==> src/rtl/ecc_pkg.sv <==
// Shared Hamming(21,16) constants and syndrome classification, used by the encode and decode stages.
package ecc_pkg;

  localparam int unsigned EccDataWidth = 16;
  localparam int unsigned EccEncWidth  = 21;
  localparam int unsigned EccSynWidth  = 5;
  localparam int unsigned EccLastPos   = 21;
  localparam int unsigned EccNumParity = 5;
  localparam int unsigned EccParityPos [EccNumParity] = '{1, 2, 4, 8, 16};

  typedef enum logic [1:0] {
    SynClean,
    SynCorrected,
    SynUncorrectable
  } syn_class_e;

  // Positions are 1-based codeword positions.
  function automatic logic is_parity_pos(input int unsigned pos);
    logic hit;
    hit = 1'b0;
    for (int unsigned i = 0; i < EccNumParity; i++) begin
      if (EccParityPos[i] == pos) hit = 1'b1;
    end
    return hit;
  endfunction

endpackage

==> src/rtl/hamming_correct.sv <==
// Combinational Hamming(21,16) syndrome generation and single-bit correction/data extraction.
// The syndrome half and the correction half take separate codewords so they can straddle a register.
module hamming_correct
  import ecc_pkg::*;
(
  input  logic [EccEncWidth-1:0]  enc,
  output logic [EccSynWidth-1:0]  syn,
  input  logic [EccEncWidth-1:0]  cw,
  input  logic [EccSynWidth-1:0]  cw_syn,
  output logic [EccDataWidth-1:0] data,
  output syn_class_e              cls
);

  localparam logic [EccSynWidth-1:0] LastPosSyn = EccSynWidth'(EccLastPos);
  localparam logic [EccSynWidth-1:0] SynOne     = EccSynWidth'(1);

  logic [EccEncWidth-1:0]          fixed;
  logic [$clog2(EccDataWidth)-1:0] dj;

  // Each set codeword bit toggles the syndrome by its own position number.
  always_comb begin
    syn = '0;
    for (int unsigned i = 0; i < EccEncWidth; i++) begin
      syn = syn ^ ({EccSynWidth{enc[EccSynWidth'(i)]}} & EccSynWidth'(i + 1));
    end
  end

  always_comb begin
    fixed = cw;
    cls   = SynClean;
    if (cw_syn != '0) begin
      if (cw_syn <= LastPosSyn) begin
        fixed[cw_syn - SynOne] = ~cw[cw_syn - SynOne];
        cls = SynCorrected;
      end else begin
        cls = SynUncorrectable;
      end
    end
  end

  always_comb begin
    data = '0;
    dj   = '0;
    for (int unsigned i = 0; i < EccEncWidth; i++) begin
      if (!is_parity_pos(i + 1)) begin
        data[dj] = fixed[EccSynWidth'(i)];
        dj++;
      end
    end
  end

endmodule

==> src/rtl/hamming_decode.sv <==
// Two-stage pipelined Hamming(21,16) decoder with valid/ready handshake on both sides.
// Define HAMMING_DECODE_ERR_CNT_EN to build the saturating corrected/uncorrectable counters.
module hamming_decode
  import ecc_pkg::*;
#(
  parameter int unsigned DATA_WIDTH = EccDataWidth,
  parameter int unsigned ENC_WIDTH  = EccEncWidth
) (
  input  logic                  clk,
  input  logic                  rst,
  input  logic [ENC_WIDTH-1:0]  enc_data,
  input  logic                  valid_in,
  output logic                  ready_out,
  output logic [DATA_WIDTH-1:0] data_out,
  output logic                  valid_out,
  input  logic                  ready_in,
  output logic                  err_corrected,
  output logic                  err_uncorrectable,
  input  logic                  clr_counts,
  output logic [15:0]           corr_count,
  output logic [15:0]           uncorr_count
);

  logic [EccSynWidth-1:0] syn_in, syn_q;
  logic [ENC_WIDTH-1:0]   cw_q;
  logic [DATA_WIDTH-1:0]  fix_data, data_q;
  syn_class_e             fix_cls;
  logic                   v1_q, v2_q, corr_q, uncorr_q;
  logic                   ld1, ld2;

  hamming_correct u_correct (
    .enc    (enc_data),
    .syn    (syn_in),
    .cw     (cw_q),
    .cw_syn (syn_q),
    .data   (fix_data),
    .cls    (fix_cls)
  );

  always_comb begin
    ld2 = !v2_q || ready_in;
    ld1 = !v1_q || ld2;
  end

  // Gated by rst so the upstream sees no acceptance while reset is held.
  assign ready_out = !rst && ld1;

  always_ff @(posedge clk or posedge rst) begin
    if (rst) begin
      v1_q  <= 1'b0;
      cw_q  <= '0;
      syn_q <= '0;
    end else if (ld1) begin
      v1_q <= valid_in;
      if (valid_in) begin
        cw_q  <= enc_data;
        syn_q <= syn_in;
      end
    end
  end

  always_ff @(posedge clk or posedge rst) begin
    if (rst) begin
      v2_q     <= 1'b0;
      data_q   <= '0;
      corr_q   <= 1'b0;
      uncorr_q <= 1'b0;
    end else if (ld2) begin
      v2_q <= v1_q;
      if (v1_q) begin
        data_q   <= fix_data;
        corr_q   <= (fix_cls == SynCorrected);
        uncorr_q <= (fix_cls == SynUncorrectable);
      end
    end
  end

  assign valid_out         = v2_q;
  assign data_out          = data_q;
  assign err_corrected     = corr_q;
  assign err_uncorrectable = uncorr_q;

`ifdef HAMMING_DECODE_ERR_CNT_EN
  logic [15:0] corr_cnt_q, uncorr_cnt_q;
  logic        out_xfer;

  assign out_xfer = v2_q && ready_in;

  always_ff @(posedge clk or posedge rst) begin
    if (rst) begin
      corr_cnt_q   <= '0;
      uncorr_cnt_q <= '0;
    end else if (clr_counts) begin
      corr_cnt_q   <= '0;
      uncorr_cnt_q <= '0;
    end else begin
      if (out_xfer && corr_q && (corr_cnt_q != 16'hFFFF)) begin
        corr_cnt_q <= corr_cnt_q + 16'd1;
      end
      if (out_xfer && uncorr_q && (uncorr_cnt_q != 16'hFFFF)) begin
        uncorr_cnt_q <= uncorr_cnt_q + 16'd1;
      end
    end
  end

  assign corr_count   = corr_cnt_q;
  assign uncorr_count = uncorr_cnt_q;
`else
  logic unused_clr_counts;

  assign unused_clr_counts = clr_counts;
  assign corr_count        = '0;
  assign uncorr_count      = '0;
`endif

endmodule

==> config.mk <==
export PLATFORM = sky130hd
export DESIGN_NAME = hamming_decode
export DESIGN_NICKNAME = d
export VERILOG_FILES = /design/src/rtl/ecc_pkg.sv /design/src/rtl/hamming_correct.sv /design/src/rtl/hamming_decode.sv
export SDC_FILE = /design/constraint.sdc
export NUM_CORES = 1
export LEC_CHECK = 0
export CAP_MARGIN = 20
export CORE_ASPECT_RATIO = 0.5
export CORE_UTILIZATION = 40
export DETAILED_ROUTE_END_ITERATION = 7
export MAX_ROUTING_LAYER = met4
export PLACE_DENSITY = 0.71
export SYNTH_ARGS = -nofsm -noshare
export SYNTH_HDL_FRONTEND = slang
export SYNTH_SLANG_ARGS = --single-unit
==> constraint.sdc <==
create_clock -name clk -period 6.4 [get_ports clk]
set_input_delay 1.28 -clock clk [delete_from_list [all_inputs] [get_ports clk]]
set_output_delay 1.28 -clock clk [all_outputs]
set_load 0.005 [all_outputs]
==> results.sh, run 1 <==
export IMPL_rows=21
export IMPL_peakVddDrop_uv=137.8
export IMPL_drive_above_1_share=0.1261
export IMPL_cts_setup_buffers=0
export IMPL_drc=0
export IMPL_finalCriticalPeriod_ns=3.748
export IMPL_powerDensity_mw_per_mm2=357.1
export IMPL_area_growth_pct=17.76
export IMPL_multi_input_area_mm2=0.001635
export IMPL_antenna_found_initial=0
export IMPL_grt_pass1_vias=2160
export IMPL_die_area_mm2=0.007856
export IMPL_yosysWarnings=0
export IMPL_dp_slack_ns=2.658
export IMPL_hold_buffers=0
export IMPL_grt_use_total=0.1863
export IMPL_seqCellArea_mm2=0.001151
export IMPL_rsz0062_at_grt="false"
export IMPL_timing_hold_violations_final=0
export IMPL_clock_skew_ns=0.006660
export IMPL_cp_max_fo=2
export IMPL_cts_repair_resized=0
export IMPL_ioPinCount=78
export IMPL_syn_avg_cell_area_um2=10.22
export IMPL_finalWeightedCongestion=0.9230
export IMPL_cp_slowest_cell="clkdlybuf4s50_1"
export IMPL_cts_buffer_depth=2
export IMPL_setup_viol_count_final=0
export IMPL_cellLeakagePower_nw=1.443
export IMPL_vias=2251
export IMPL_wl_per_cell_um=16.03
export IMPL_antenna_cells=0
export IMPL_start_util=0.4300
export IMPL_die_w_um=124.4
export IMPL_cp_cell_sequence="clkdlybuf4s50_1 -> nor2b_1 -> a21oi_1 -> clkdlybuf4s50_1"
export IMPL_worst_slack_ns=2.652
export IMPL_firstDrtPassIters=4
export IMPL_path_common_cell="clkdlybuf4s50_1"
export IMPL_synth_flop_cell="dfrtp_1"
export IMPL_via_per_inst=5.296
export IMPL_synthArstFlopShare=1.000
export IMPL_worstSetupEndpointType="primary output"
export IMPL_ys_seq_area_frac=0.3845
export IMPL_numPortBuffers=44
export IMPL_final_max_slew_viol_count=0
export IMPL_grt_max_degree=47
export IMPL_worstHoldPathCells=2
export IMPL_clock_sinks=46
export IMPL_maxCapViolCount=0
export IMPL_antenna_left=0
export IMPL_rr_worst_depth=8
export IMPL_coreArea_mm2=0.006963
export IMPL_ys_types=47
export IMPL_n_fill_cell=632
export IMPL_grt_ovfl_total=0
export IMPL_drt_wl_total_mm=6.812
export IMPL_hold_path_class="reg2reg"
export IMPL_cts_htree_levels=2
export IMPL_crit_type="in2out"
export IMPL_cts_buffers=5
export IMPL_relSlewSlack=0.5173
export IMPL_synth_edf_count=0
export IMPL_status="finished clean"
export IMPL_max_stage_delay_ns=0.51
export IMPL_fmax_mhz=266.8
export IMPL_critPathRequiredTime_ns=5.12
export IMPL_die_h_um=63.18
export IMPL_layout_nets=363
export IMPL_place_hpwl_mm=5.190
export IMPL_grt_pass1_wl_mm=11.11
export IMPL_ys_seq_elements=46
export IMPL_worstSkewPairLatency_ns=0.29
export IMPL_fin_crit_sh=0.5856
export IMPL_drt_iter0_drc=105
export IMPL_cts_tree="built"
export IMPL_syn_area_mm2=0.002994
export IMPL_start_kind="input pin"
export IMPL_synth_cells=293
export IMPL_clk_pin_slew_ns=0.07
export IMPL_setup_tns_ns=0
export IMPL_cp_arrival_ns=2.47
export IMPL_root_buffer="clkbuf_16"
export IMPL_worst_slew_pin_slew_ns=0.7223
## cell families (layout without fill, tap and decap cells)
logic type / count (synthesis) / count (layout) / share of synthesized area
buf+inv: 49 / 58 / 0.1082
flops: 46 / 46 / 0.3845
other cells: 1 / 32 / 0.001252
xor+xnor: 33 / 33 / 0.09653
mux: 28 / 28 / 0.1233
compound gates: 55 / 55 / 0.1304
fa+ha+maj: 5 / 5 / 0.02089
simple gates: 76 / 76 / 0.1350
## path summary, 6_finish.rpt
| check | start | end | slack (ns) |
|---|---|---|---|
| min in group asynchronous | rst | cw_q[13] | 1.49 |
| worst max register to register | syn_q[0] | data_out[12] | 3.56 |
| worst min-delay path | err_corrected | err_corrected | 0.48 |
| max in group asynchronous | rst | syn_q[2] | 4.52 |
| worst min register to register | err_corrected | err_corrected | 0.48 |
| worst max-delay path | ready_in | ready_out | 2.65 |
## cell usage after synthesis, types with 2 or more instances
cell,instances,area (µm²)
dfrtp_1,46,1151
buf_4,32,240.2
nand2_1,30,112.6
xnor2_1,28,245.2
mux2_2,21,236.5
o21ai_0,17,85.08
nand3_1,14,70.07
a21oi_1,7,35.03
and2_1,7,43.79
clkbuf_1,6,22.52
a31oi_1,5,31.28
ha_1,5,62.56
mux4_2,5,112.6
o211ai_1,5,37.54
xor2_1,5,43.79
inv_1,4,15.01
nand2b_1,4,25.02
nor2b_1,4,25.02
a221o_1,3,30.03
buf_2,3,15.01
nor2_1,3,11.26
o21bai_1,3,22.52
o221ai_1,3,26.28
a211o_1,2,17.52
a21o_1,2,15.01
and3_1,2,12.51
buf_6,2,22.52
mux2i_1,2,20.02
nand4b_1,2,17.52
nor3_1,2,10.01
nor3b_1,2,15.01
or2_1,2,12.51
## cells in the final DEF (no fill, tap or decap), types with 7 or more instances in the layout
master / instances
and2_1: 7
mux2_2: 21
o21ai_0: 17
nand2_1: 30
nand3_1: 14
clkdlybuf4s50_1: 44
a21oi_1: 7
dfrtp_1: 46
conb_1: 32
xnor2_1: 28
## critical path: cells and delay by family
kind / cells / cell delay, ns
AOI/OAI and AO/OA: 1 / 0.14
buffers and inverters: 2 / 0.98
and+or+nand+nor: 1 / 0.06
## report_power, final
| group | total (W) | leakage, nW | internal [W] | switching [W] |
|---|---|---|---|---|
| registers | 0.000443 | 0.549 | 0.000357 | 0.0000857 |
| clock network | 0.000263 | 0.0698 | 0.000145 | 0.000118 |
| logic | 0.000553 | 0.824 | 0.000279 | 0.000274 |
## per-layer routing
| layer | wire (µm) | share of wire | track usage | up-vias |
|---|---|---|---|---|
| li1 | - | - | - | 1051 |
| met1 | 3091 | 0.45 | 0.2567 | 1107 |
| met2 | 3089 | 0.45 | 0.2845 | 88 |
| met3 | 588 | 0.086 | 0.03483 | 5 |
| met4 | 42 | 0.0062 | 0.04367 | 0 |
| met5 | 0 | 0 | - | - |
## flip-flops by register name, summed over array words and instances, names as in the netlist
name               count
cw_q                  21
data_out              16
syn_q                  5
err_corrected          1
err_uncorrectable      1
v1_q                   1
valid_out              1
## metrics by stage
stage	area [µm²]	cells	hold WS [ns]	total power (W)	utilization
3_3_place_gp	3364	416	0.4681	0.0009871	0.4832
3_5_place_dp	3364	416	0.4714	0.0009975	0.4832
5_1_grt	3526	425	0.5283	0.001343	0.5064
4_1_cts	3511	424	0.4876	0.001262	0.5042
2_1_floorplan	3110	324	0.4699	0.0008349	-
6_report	3526	425	0.4847	0.001259	0.5064
## cell type report
cell class / count / area share
multi-input cells: 229 / 0.4638
inverters: 4 / 0.004258
clock inverters: 3 / 0.006033
well taps: 92 / 0.03265
clock buffers: 5 / 0.03549
flip-flops and latches: 46 / 0.3265
repair buffers: 46 / 0.1313
(Power assumes the default switching activity.)
==> run 2, diff against run 1 <==
--- a/config.mk
+++ b/config.mk
@@ -10,7 +10,7 @@
 export CORE_UTILIZATION = 40
 export DETAILED_ROUTE_END_ITERATION = 7
 export MAX_ROUTING_LAYER = met4
-export PLACE_DENSITY = 0.71
+export PLACE_DENSITY = 0.73
 export SYNTH_ARGS = -nofsm -noshare
 export SYNTH_HDL_FRONTEND = slang
 export SYNTH_SLANG_ARGS = --single-unit
==> constraint.sdc (replaced) <==
create_clock -name clk -period 3.1 [get_ports clk]
set_input_delay 0.62 -clock clk [delete_from_list [all_inputs] [get_ports clk]]
set_output_delay 0.62 -clock clk [all_outputs]
set_load 0.005 [all_outputs]
==> run 2 against run 1 <==
Clock skew down 0.0015 ns. Setup slack worse by 2.1 ns. Cell area up 0.28%. First-iteration DRC count up 8.6%. Worst hold slack worse by 0.0044 ns. Wire length up 4.0%. Die area unchanged. Via count up 0.71%. Cell count up 0.24%. Largest cell class unchanged. Largest power group unchanged.
==> results.sh, run 2 (synthesis results as in run 1) <==
export IMPL_hold_buffers=0
export IMPL_fin_crit_sh=0.8276
export IMPL_peakVddDrop_uv=306.4
export IMPL_hold_path_class="reg2reg"
export IMPL_start_kind="flop"
export IMPL_cp_top_family="compound AO/OA/AOI/OAI gates"
export IMPL_multi_input_area_mm2=0.001635
export IMPL_worst_slew_pin_slew_ns=0.7066
export IMPL_crit_type="reg2reg"
export IMPL_worst_slack_ns=0.5343
export IMPL_start_util=0.4300
export IMPL_coreArea_mm2=0.006963
export IMPL_switching_share=0.3851
export IMPL_max_stage_delay_ns=0.48
export IMPL_cp_cell_sequence="inv_1 -> ha_1 -> nor2b_1 -> a21oi_1 -> and2_0 -> nand2_1 -> o211a_1 -> a221o_1"
export IMPL_n_fill_cell=607
export IMPL_cts_buffer_depth=2
export IMPL_p_switching_w=0.001016
export IMPL_fmax_mhz=389.8
export IMPL_drive_above_1_share=0.1287
export IMPL_maxCapViolCount=0
export IMPL_crit_buf_inv=1
export IMPL_cp_max_fo=8
export IMPL_firstDrtPassIters=4
export IMPL_antenna_found_initial=0
export IMPL_clockPowerShare=0.205
export IMPL_largest_register="cw_q"
export IMPL_finalCriticalPeriod_ns=2.566
export IMPL_drt_wl_total_mm=7.087
export IMPL_critPathRequiredTime_ns=3.28
export IMPL_setup_tns_ns=0
export IMPL_die_h_um=63.18
export IMPL_worstSkewPairLatency_ns=0.29
export IMPL_antenna_left=0
export IMPL_die_w_um=124.4
export IMPL_cp_slowest_cell="dfrtp_1"
export IMPL_grt_use_total=0.1958
export IMPL_grt_pass1_wl_mm=11.52
export IMPL_cp_arrival_ns=2.74
export IMPL_die_area_mm2=0.007856
export IMPL_place_hpwl_mm=5.440
export IMPL_cts_setup_buffers=0
export IMPL_clock_skew_ns=0.005140
export IMPL_grt_pass1_vias=2221
export IMPL_worstSetupEndpointType="flop"
export IMPL_clk_pin_slew_ns=0.07
export IMPL_root_buffer="clkbuf_16"
export IMPL_rsz0062_at_grt="false"
export IMPL_drt_iter0_drc=114
export IMPL_cts_buffers=5
export IMPL_area_growth_pct=18.09
export IMPL_rows=21
export IMPL_wl_per_cell_um=16.64
export IMPL_p_int_w=0.001623
export IMPL_dp_slack_ns=0.5375
export IMPL_antenna_cells=0
export IMPL_largest_reg_flops=21
export IMPL_final_cells=426
export IMPL_cellLeakagePower_nw=1.454
export IMPL_powerDensity_mw_per_mm2=746.3
export IMPL_layout_nets=364
export IMPL_cts_htree_levels=2
export IMPL_numPortBuffers=44
export IMPL_final_cell_mix="dfrtp_1 (46), clkdlybuf4s50_1 (44), conb_1 (32), nand2_1 (30), xnor2_1 (28)"
export IMPL_clock_sinks=46
export IMPL_combinationalPowerShare=0.457
export IMPL_p_total_w=0.002639
export IMPL_grt_max_degree=37
export IMPL_finalWeightedCongestion=0.9270
export IMPL_timing_hold_violations_final=0
export IMPL_vias=2267
export IMPL_cts_repair_resized=0
export IMPL_via_per_inst=5.322
export IMPL_seqCellArea_mm2=0.001151
export IMPL_setup_viol_count_final=0
export IMPL_ioPinCount=78
export IMPL_status="finished clean"
export IMPL_relSlewSlack=0.5278
export IMPL_cts_tree="built"
export IMPL_final_max_slew_viol_count=0
export IMPL_pwr_share_seq=0.338
export IMPL_final_common_cell="dfrtp_1"
export IMPL_grt_ovfl_total=0
export IMPL_placed_cells=418
export IMPL_drc=0
==> run 2: worst reg2reg max path, cell delays in order, from the launching register on <==
cell	delay (ns)
dfrtp_1	0.48
inv_1	0.12
ha_1	0.29
nor2b_1	0.22
a21oi_1	0.37
and2_0	0.38
nand2_1	0.10
o211a_1	0.23
a221o_1	0.25
==> run 2: path summary, 6_finish.rpt <==
check                                       start  cells past startpoint  slack [ns]           endpoint
worst min-delay path            err_uncorrectable                      2        0.48  err_uncorrectable
worst max register to register           syn_q[1]                      8        0.53       data_out[12]
min in group asynchronous                     rst                      2        0.67               v1_q
max in group asynchronous                     rst                      3        1.89  err_uncorrectable
worst min register to register  err_uncorrectable                      2        0.48  err_uncorrectable
worst max-delay path                     syn_q[1]                      8        0.53       data_out[12]
==> run 2: final cells by class <==
class | count | share of cell area
Multi-Input combinational cell | 229 | 0.4625
Sequential cell | 46 | 0.3255
Timing Repair Buffer | 47 | 0.1345
Clock buffer | 5 | 0.03539
Tap cell | 92 | 0.03255
Clock inverter | 3 | 0.005308
Inverter | 4 | 0.004246
==> run 2: power by group through the flow <==
stage	combinational [W]	clock [W]	sequential, W
after floorplan	0.000892	0	0.000831
after global placement	0.00115	0	0.000886
after detailed placement	0.00119	0	0.000897
after CTS	0.00120	0.000550	0.000887
after global routing	0.00130	0.000577	0.000911
final	0.00120	0.000542	0.000892
==> run 2: stage by stage <==
stage / util / hold WS (ns) / area [µm²]
detailed placement: 0.4872 / 0.4816 / 3392
floorplan: - / 0.4699 / 3110
global placement: 0.4872 / 0.4636 / 3392
CTS: 0.5078 / 0.4956 / 3536
finish: 0.5078 / 0.4803 / 3536
global route: 0.5078 / 0.5287 / 3536
==> run 2: per-layer routing <==
metal	GRT usage	wire, µm
met1	0.2443	3202
met2	0.3204	3401
met3	0.03229	364
met4	0.07831	119
met5	-	0
